[src/rtl/ex_stage_pkg.sv]
// Shared bus widths, ALU/operand-select encodings and mul/div FSM states for the EX stage.
package ex_stage_pkg;

  localparam int unsigned WordW    = 32;
  localparam int unsigned RegAddrW = 5;
  localparam int unsigned AluSrcW  = 2;
  localparam int unsigned AluCtrlW = 5;

  // Operand selects; codes 2 and 3 select zero on either side.
  localparam logic [AluSrcW-1:0] Src1Rs    = 2'd0;
  localparam logic [AluSrcW-1:0] Src1Shamt = 2'd1;
  localparam logic [AluSrcW-1:0] Src2Rt    = 2'd0;
  localparam logic [AluSrcW-1:0] Src2Imm   = 2'd1;

  localparam logic [AluCtrlW-1:0] AluAdd   = 5'd0;
  localparam logic [AluCtrlW-1:0] AluAddu  = 5'd1;
  localparam logic [AluCtrlW-1:0] AluSub   = 5'd2;
  localparam logic [AluCtrlW-1:0] AluSubu  = 5'd3;
  localparam logic [AluCtrlW-1:0] AluAnd   = 5'd4;
  localparam logic [AluCtrlW-1:0] AluOr    = 5'd5;
  localparam logic [AluCtrlW-1:0] AluXor   = 5'd6;
  localparam logic [AluCtrlW-1:0] AluNor   = 5'd7;
  localparam logic [AluCtrlW-1:0] AluSlt   = 5'd8;
  localparam logic [AluCtrlW-1:0] AluSltu  = 5'd9;
  localparam logic [AluCtrlW-1:0] AluSll   = 5'd10;
  localparam logic [AluCtrlW-1:0] AluSrl   = 5'd11;
  localparam logic [AluCtrlW-1:0] AluSra   = 5'd12;
  localparam logic [AluCtrlW-1:0] AluLui   = 5'd13;
  localparam logic [AluCtrlW-1:0] AluMult  = 5'd14;
  localparam logic [AluCtrlW-1:0] AluMultu = 5'd15;
  localparam logic [AluCtrlW-1:0] AluDiv   = 5'd16;
  localparam logic [AluCtrlW-1:0] AluDivu  = 5'd17;
  localparam logic [AluCtrlW-1:0] AluMfhi  = 5'd18;
  localparam logic [AluCtrlW-1:0] AluMflo  = 5'd19;
  localparam logic [AluCtrlW-1:0] AluMthi  = 5'd20;
  localparam logic [AluCtrlW-1:0] AluMtlo  = 5'd21;

  typedef enum logic [1:0] {
    StIdle = 2'd0,
    StRun  = 2'd1,
    StDone = 2'd2
  } md_state_e;

  // Absolute value when the operand is treated as signed; raw value otherwise.
  function automatic logic [WordW-1:0] magnitude(input logic [WordW-1:0] v, input logic sgn);
    return (sgn && v[WordW-1]) ? (~v + 32'd1) : v;
  endfunction

endpackage

[src/rtl/muldiv_unit.sv]
// Iterative 32-step multiply / restoring divide with HI/LO registers.
// Only built when EX_MULDIV_EN is defined.
`ifdef EX_MULDIV_EN
module muldiv_unit
  import ex_stage_pkg::*;
(
  input  logic                clk,
  input  logic                rst,
  input  logic [AluCtrlW-1:0] op_i,
  input  logic [WordW-1:0]    rs_i,
  input  logic [WordW-1:0]    rt_i,
  output logic                busy_o,
  output logic [WordW-1:0]    hi_o,
  output logic [WordW-1:0]    lo_o
);

  md_state_e    state_q;
  logic [4:0]   count_q;
  logic [63:0]  acc_q, acc_d;
  logic [31:0]  opnd_q, dvd_q;
  logic         div_q, neg_res_q, neg_rem_q, dz_q;
  logic [31:0]  hi_q, lo_q;

  logic         start, op_signed, op_div;
  logic [32:0]  mul_sum, div_shift, div_diff;
  logic [63:0]  prod;
  logic [31:0]  quo, rem, a_mag, b_mag;

  assign op_signed = (op_i == AluMult) || (op_i == AluDiv);
  assign op_div    = (op_i == AluDiv)  || (op_i == AluDivu);
  assign start     = (op_i == AluMult) || (op_i == AluMultu) || op_div;
  assign a_mag     = magnitude(rs_i, op_signed);
  assign b_mag     = magnitude(rt_i, op_signed);

  assign busy_o = ((state_q == StIdle) && start) || (state_q == StRun);
  assign hi_o   = hi_q;
  assign lo_o   = lo_q;

  // acc holds {partial product} for mul, {remainder, quotient} for div.
  always_comb begin
    mul_sum   = {1'b0, acc_q[63:32]} + (acc_q[0] ? {1'b0, opnd_q} : 33'd0);
    div_shift = acc_q[63:31];
    div_diff  = div_shift - {1'b0, opnd_q};
    if (div_q) begin
      acc_d = div_diff[32] ? {div_shift[31:0], acc_q[30:0], 1'b0}
                           : {div_diff[31:0], acc_q[30:0], 1'b1};
    end else begin
      acc_d = {mul_sum, acc_q[31:1]};
    end
    prod = neg_res_q ? (64'd0 - acc_d) : acc_d;
    quo  = neg_res_q ? (32'd0 - acc_d[31:0]) : acc_d[31:0];
    rem  = neg_rem_q ? (32'd0 - acc_d[63:32]) : acc_d[63:32];
  end

  always_ff @(posedge clk) begin
    if (rst) begin
      state_q   <= StIdle;
      count_q   <= 5'd0;
      acc_q     <= '0;
      opnd_q    <= '0;
      dvd_q     <= '0;
      div_q     <= 1'b0;
      neg_res_q <= 1'b0;
      neg_rem_q <= 1'b0;
      dz_q      <= 1'b0;
      hi_q      <= '0;
      lo_q      <= '0;
    end else begin
      if (!busy_o && (op_i == AluMthi)) hi_q <= rs_i;
      if (!busy_o && (op_i == AluMtlo)) lo_q <= rs_i;
      case (state_q)
        StIdle: begin
          if (start) begin
            state_q   <= StRun;
            count_q   <= 5'd0;
            div_q     <= op_div;
            acc_q     <= {32'd0, op_div ? a_mag : b_mag};
            opnd_q    <= op_div ? b_mag : a_mag;
            dvd_q     <= rs_i;
            dz_q      <= (rt_i == 32'd0);
            neg_res_q <= op_signed && (rs_i[31] ^ rt_i[31]);
            neg_rem_q <= op_signed && rs_i[31];
          end
        end
        StRun: begin
          acc_q   <= acc_d;
          count_q <= count_q + 5'd1;
          if (count_q == 5'd31) begin
            state_q <= StDone;
            if (!div_q) begin
              hi_q <= prod[63:32];
              lo_q <= prod[31:0];
            end else if (dz_q) begin
              hi_q <= dvd_q;
              lo_q <= 32'hFFFF_FFFF;
            end else begin
              hi_q <= rem;
              lo_q <= quo;
            end
          end
        end
        StDone:  state_q <= StIdle;
        default: state_q <= StIdle;
      endcase
    end
  end

endmodule
`endif

[src/rtl/ex_stage.sv]
// MIPS execute stage: forwarding, operand muxes, single-cycle ALU and optional
// iterative mul/div unit (enabled by EX_MULDIV_EN).
module ex_stage
  import ex_stage_pkg::*;
(
  input  logic                clk,
  input  logic                rst,
  input  logic [WordW-1:0]    ex_reg1,
  input  logic [WordW-1:0]    ex_reg2,
  input  logic [WordW-1:0]    ex_instant,
  input  logic [WordW-1:0]    ex_shamt,
  input  logic [AluSrcW-1:0]  ex_alusrc1,
  input  logic [AluSrcW-1:0]  ex_alusrc2,
  input  logic [AluCtrlW-1:0] ex_aluctrl,
  input  logic [RegAddrW-1:0] ex_rs_num,
  input  logic [RegAddrW-1:0] ex_rt_num,
  input  logic                mem_regwrite,
  input  logic [RegAddrW-1:0] mem_regaddr,
  input  logic [WordW-1:0]    mem_result,
  input  logic                wb_regwrite,
  input  logic [RegAddrW-1:0] wb_regaddr,
  input  logic [WordW-1:0]    wb_result,
  output logic [WordW-1:0]    alu_result,
  output logic [WordW-1:0]    store_data,
  output logic                ovf,
  output logic                busy
);

  logic [WordW-1:0] fwd_rs, fwd_rt, src1, src2, add_res, sub_res;
  logic             mem_hit_rs, mem_hit_rt, wb_hit_rs, wb_hit_rt;

  assign mem_hit_rs = mem_regwrite && (mem_regaddr != '0) && (mem_regaddr == ex_rs_num);
  assign mem_hit_rt = mem_regwrite && (mem_regaddr != '0) && (mem_regaddr == ex_rt_num);
  assign wb_hit_rs  = wb_regwrite && (wb_regaddr != '0) && (wb_regaddr == ex_rs_num);
  assign wb_hit_rt  = wb_regwrite && (wb_regaddr != '0) && (wb_regaddr == ex_rt_num);

  // MEM is the younger producer, so it takes priority over WB.
  assign fwd_rs = mem_hit_rs ? mem_result : (wb_hit_rs ? wb_result : ex_reg1);
  assign fwd_rt = mem_hit_rt ? mem_result : (wb_hit_rt ? wb_result : ex_reg2);
  assign store_data = fwd_rt;

  always_comb begin
    case (ex_alusrc1)
      Src1Rs:    src1 = fwd_rs;
      Src1Shamt: src1 = ex_shamt;
      default:   src1 = '0;
    endcase
    case (ex_alusrc2)
      Src2Rt:  src2 = fwd_rt;
      Src2Imm: src2 = ex_instant;
      default: src2 = '0;
    endcase
  end

  assign add_res = src1 + src2;
  assign sub_res = src1 - src2;

`ifdef EX_MULDIV_EN
  logic [WordW-1:0] hi, lo;

  muldiv_unit u_muldiv (
    .clk    (clk),
    .rst    (rst),
    .op_i   (ex_aluctrl),
    .rs_i   (fwd_rs),
    .rt_i   (fwd_rt),
    .busy_o (busy),
    .hi_o   (hi),
    .lo_o   (lo)
  );
`else
  assign busy = 1'b0;
`endif

  always_comb begin
    alu_result = '0;
    ovf        = 1'b0;
    case (ex_aluctrl)
      AluAdd: begin
        alu_result = add_res;
        ovf        = (src1[31] == src2[31]) && (add_res[31] != src1[31]);
      end
      AluAddu: alu_result = add_res;
      AluSub: begin
        alu_result = sub_res;
        ovf        = (src1[31] != src2[31]) && (sub_res[31] != src1[31]);
      end
      AluSubu: alu_result = sub_res;
      AluAnd:  alu_result = src1 & src2;
      AluOr:   alu_result = src1 | src2;
      AluXor:  alu_result = src1 ^ src2;
      AluNor:  alu_result = ~(src1 | src2);
      AluSlt:  alu_result = {31'd0, $signed(src1) < $signed(src2)};
      AluSltu: alu_result = {31'd0, src1 < src2};
      AluSll:  alu_result = src2 << src1[4:0];
      AluSrl:  alu_result = src2 >> src1[4:0];
      AluSra:  alu_result = $unsigned($signed(src2) >>> src1[4:0]);
      AluLui:  alu_result = {src2[15:0], 16'h0000};
`ifdef EX_MULDIV_EN
      AluMfhi: alu_result = hi;
      AluMflo: alu_result = lo;
      AluMult, AluMultu, AluDiv, AluDivu, AluMthi, AluMtlo: alu_result = '0;
`else
      AluMult, AluMultu, AluDiv, AluDivu, AluMfhi, AluMflo, AluMthi, AluMtlo:
        alu_result = '0;
`endif
      default: alu_result = '0;
    endcase
  end

endmodule

[config.mk]
export PLATFORM = sky130hd
export DESIGN_NAME = ex_stage
export DESIGN_NICKNAME = d
export VERILOG_FILES = /design/src/rtl/ex_stage_pkg.sv /design/src/rtl/muldiv_unit.sv /design/src/rtl/ex_stage.sv
export SDC_FILE = /design/constraint.sdc
export NUM_CORES = 1
export LEC_CHECK = 0
export BUFFER_PORTS_ARGS = -buffer_cell sky130_fd_sc_hd__buf_4
export CORE_UTILIZATION = 35
export DETAILED_ROUTE_END_ITERATION = 6
export GPL_ROUTABILITY_DRIVEN = 0
export PLACE_DENSITY = 0.53
export SLEW_MARGIN = 40
export SYNTH_ARGS = -nofsm -noshare
export SYNTH_HDL_FRONTEND = slang
export SYNTH_SLANG_ARGS = --single-unit
[constraint.sdc]
create_clock -name vclk -period 12.1
set_input_delay 3.025 -clock vclk [all_inputs]
set_output_delay 3.025 -clock vclk [all_outputs]
set_load 0.01 [all_outputs]
==> impl_metrics.tcl <==
set metrics [dict create \
    status "finished, violations left" \
    violations "DRC" \
    grt_setup_unrepaired "false" \
    p_comb_share_pct 100.0 \
    regArea_um2 0 \
    worstSetupStartpoint "mem_regaddr[1]" \
    setup_violations 0 \
    nClkBuffers 0 \
    yosysSeqAreaShare_pct 0 \
    slowest_delay_ps 610 \
    drt-met1-wl_um 23900 \
    die-area_um2 33200 \
    place_area_um2 14200 \
    p_int_uw 295 \
    max_freq_mhz 85.3 \
    cp.arrival_ps 8700 \
    cts_setup_buffers 0 \
    routed_via_density 6.44 \
    drtIter0Drc 1747 \
    vdd_drop_max_v 0.0000192 \
    synth_area_leader_cell "mux2i_1" \
    multi_input_area_um2 10400 \
    syn_avg_cell_area_um2 6.83 \
    drt-pass1-iter-count 7 \
    yosys-top-cells-area "mux2i_1, ha_1, o21ai_0, mux4_2, nor2_1" \
    drc 10 \
    worstMarginPinSlew_ps 952 \
    crit_top_cell "buf_4" \
    seqPwrFrac_pct 0 \
    grt.overflow.total 0 \
    period_share_pct 96.9 \
    cts_hold_buf 0 \
    layout_common_cells "buf_4, o21ai_0, nor2_1, mux2i_1, a21oi_1" \
    syn_nets 1988 \
    area_growth_syn_to_layout_pct 24.7 \
    totalWireLength_um 61000 \
    core_area_um2 31700 \
    io_pins 291 \
    post-route-min-period_ps 11720 \
    dr.max_layer_used "met5" \
    synth_top_area_share_pct 12.3 \
    drv_slew 0 \
    grt_pass1_wl_um 90000 \
    stdcell_area_um2 14200 \
    port_buffers 288 \
    cp.required_ps 9070 \
    syn_inst 1663 \
    num-fill-cells 3370 \
    yosys_warnings 0 \
    cp-start-kind "input pin" \
    layout.sequential_cells 0 \
    fin_util_pct 44.7 \
    hpwl_um 49400 \
    path_class "in -> out" \
    placed_cells 2303 \
    antenna_found_initial 5 \
    end_kind "output pin" \
    die_w_um 182 \
    stdcell_count 2307 \
    first_global_vias 14118 \
    postLayoutSetupSlackWorst_ps 376 \
    crit_fanout 30 \
    crit_slowest_cell "or4_1" \
    wl_met3_um 6250 \
    vias 14863 \
    finalHoldViolCount 0 \
    p_per_area_nw_per_um2 50.5 \
    rows 65 \
    antenna_left 0 \
    worst-path-buf-inv 4 \
    layout-drive-gt1-share_pct 26.1 \
    synth.cell_area_um2 11400 \
    cp_top_family "simple AND/OR/NAND/NOR gates" \
    hold_path.class "in -> out" \
    clock_power_share_pct 0 \
    grt_usage_pct 35.4 \
    post-place-ws_ps 417 \
    grt_max_degree 63 \
    cap_violations 0 \
    switching_share_pct 58.7 \
    leakage_uw 0.00636 \
    yosysUniqueCellTypes 86 \
    final_nets 2228 \
    maxSlewHeadroom_pct 36.6 \
    wl_met2_um 26700 \
    p_switching_uw 420 \
    die_y_um 182 \
    fin_setup_tns_ps 0 \
    mostFrequentLayoutCell "buf_4" \
    crit_chain "buf_4 -> or4_4 -> o211ai_2 -> or2_2 -> buf_4 -> nor2_1 -> a211oi_1 -> a21oi_1 -> or2_2 -> ha_1 -> buf_4 -> or4_1 -> o211ai_1 -> a21oi_1 -> o211ai_1 -> o221ai_1 -> xnor2_1 -> nor2_1 -> or4_1 -> buf_4" \
    cts-resized-gates 0 \
    wire_per_inst_um 26.4 \
    min_from "mem_result[25]" \
    start_util_pct 35.8 \
]
==> cells in the mapped netlist (7+ instances only) <==
cell type,instances
a211o_1,7
a211oi_1,43
a21o_1,20
a21oi_1,124
a221o_1,9
a221oi_1,28
a22oi_1,7
a2bb2oi_2,8
a31oi_1,15
a32oi_1,21
and3_1,17
buf_1,8
buf_2,18
buf_4,9
clkbuf_1,99
ha_1,98
inv_1,94
mux2_2,11
mux2i_1,140
mux4_2,33
nand2_1,110
nand2b_1,9
nand3_1,46
nor2_1,166
nor2b_1,11
nor3_1,31
nor4_1,8
o211ai_1,21
o21a_1,30
o21ai_0,162
o21ai_1,13
o21bai_1,8
o221ai_1,18
o22ai_1,13
o31ai_1,11
or2_2,31
or3_1,10
xnor2_1,41
==> worst paths after layout <==
path	to	slack (ps)	cells past startpoint
worst max-delay path	alu_result[29]	380	20
worst min-delay path	store_data[25]	6370	4
==> metrics by stage <==
step / power [uW] / hold slack (ps)
floorplan: 415 / 6200
global placement: 689 / 6370
detailed placement: 692 / 6370
CTS: 695 / 6380
global route: 760 / 6390
finish: 716 / 6370
==> area by class of cell <==
cell class	count	area share (%)
antenna	4	0.0706
multi-input combinational	1424	73.5
tap	402	3.55
inverter	99	2.69
timing repair buffer	378	20.2
==> kinds of logic (layout without fill, tap and decap cells) <==
family	Yosys count	count (layout)	synth area share (%)
AO/OA/AOI/OAI	628	628	37.4
XOR/XNOR	46	46	3.55
adder cells (fa/ha/maj)	100	100	11.1
buffers and inverters	239	477	8.90
multiplexers	185	185	20.1
other	1	5	0.0330
AND/OR/NAND/NOR	464	464	18.9
==> layer usage <==
metal  global-route usage (%)  vias to the layer above
met5                        0                        -
met4                     19.5                        2
met3                     7.82                      201
met2                     56.8                      961
met1                     44.0                     6984
li1                         -                     6715
==> power groups by stage <==
stage / Combinational [uW] / Clock, uW / Sequential [uW]
4_1_cts: 695 / 0 / 0
5_1_grt: 760 / 0.0000443 / 0
3_3_place_gp: 689 / 0 / 0
3_5_place_dp: 692 / 0 / 0
2_1_floorplan: 415 / 0 / 0
6_report: 716 / 0.0000444 / 0
Note: power is estimated with default switching activity, not from simulation.
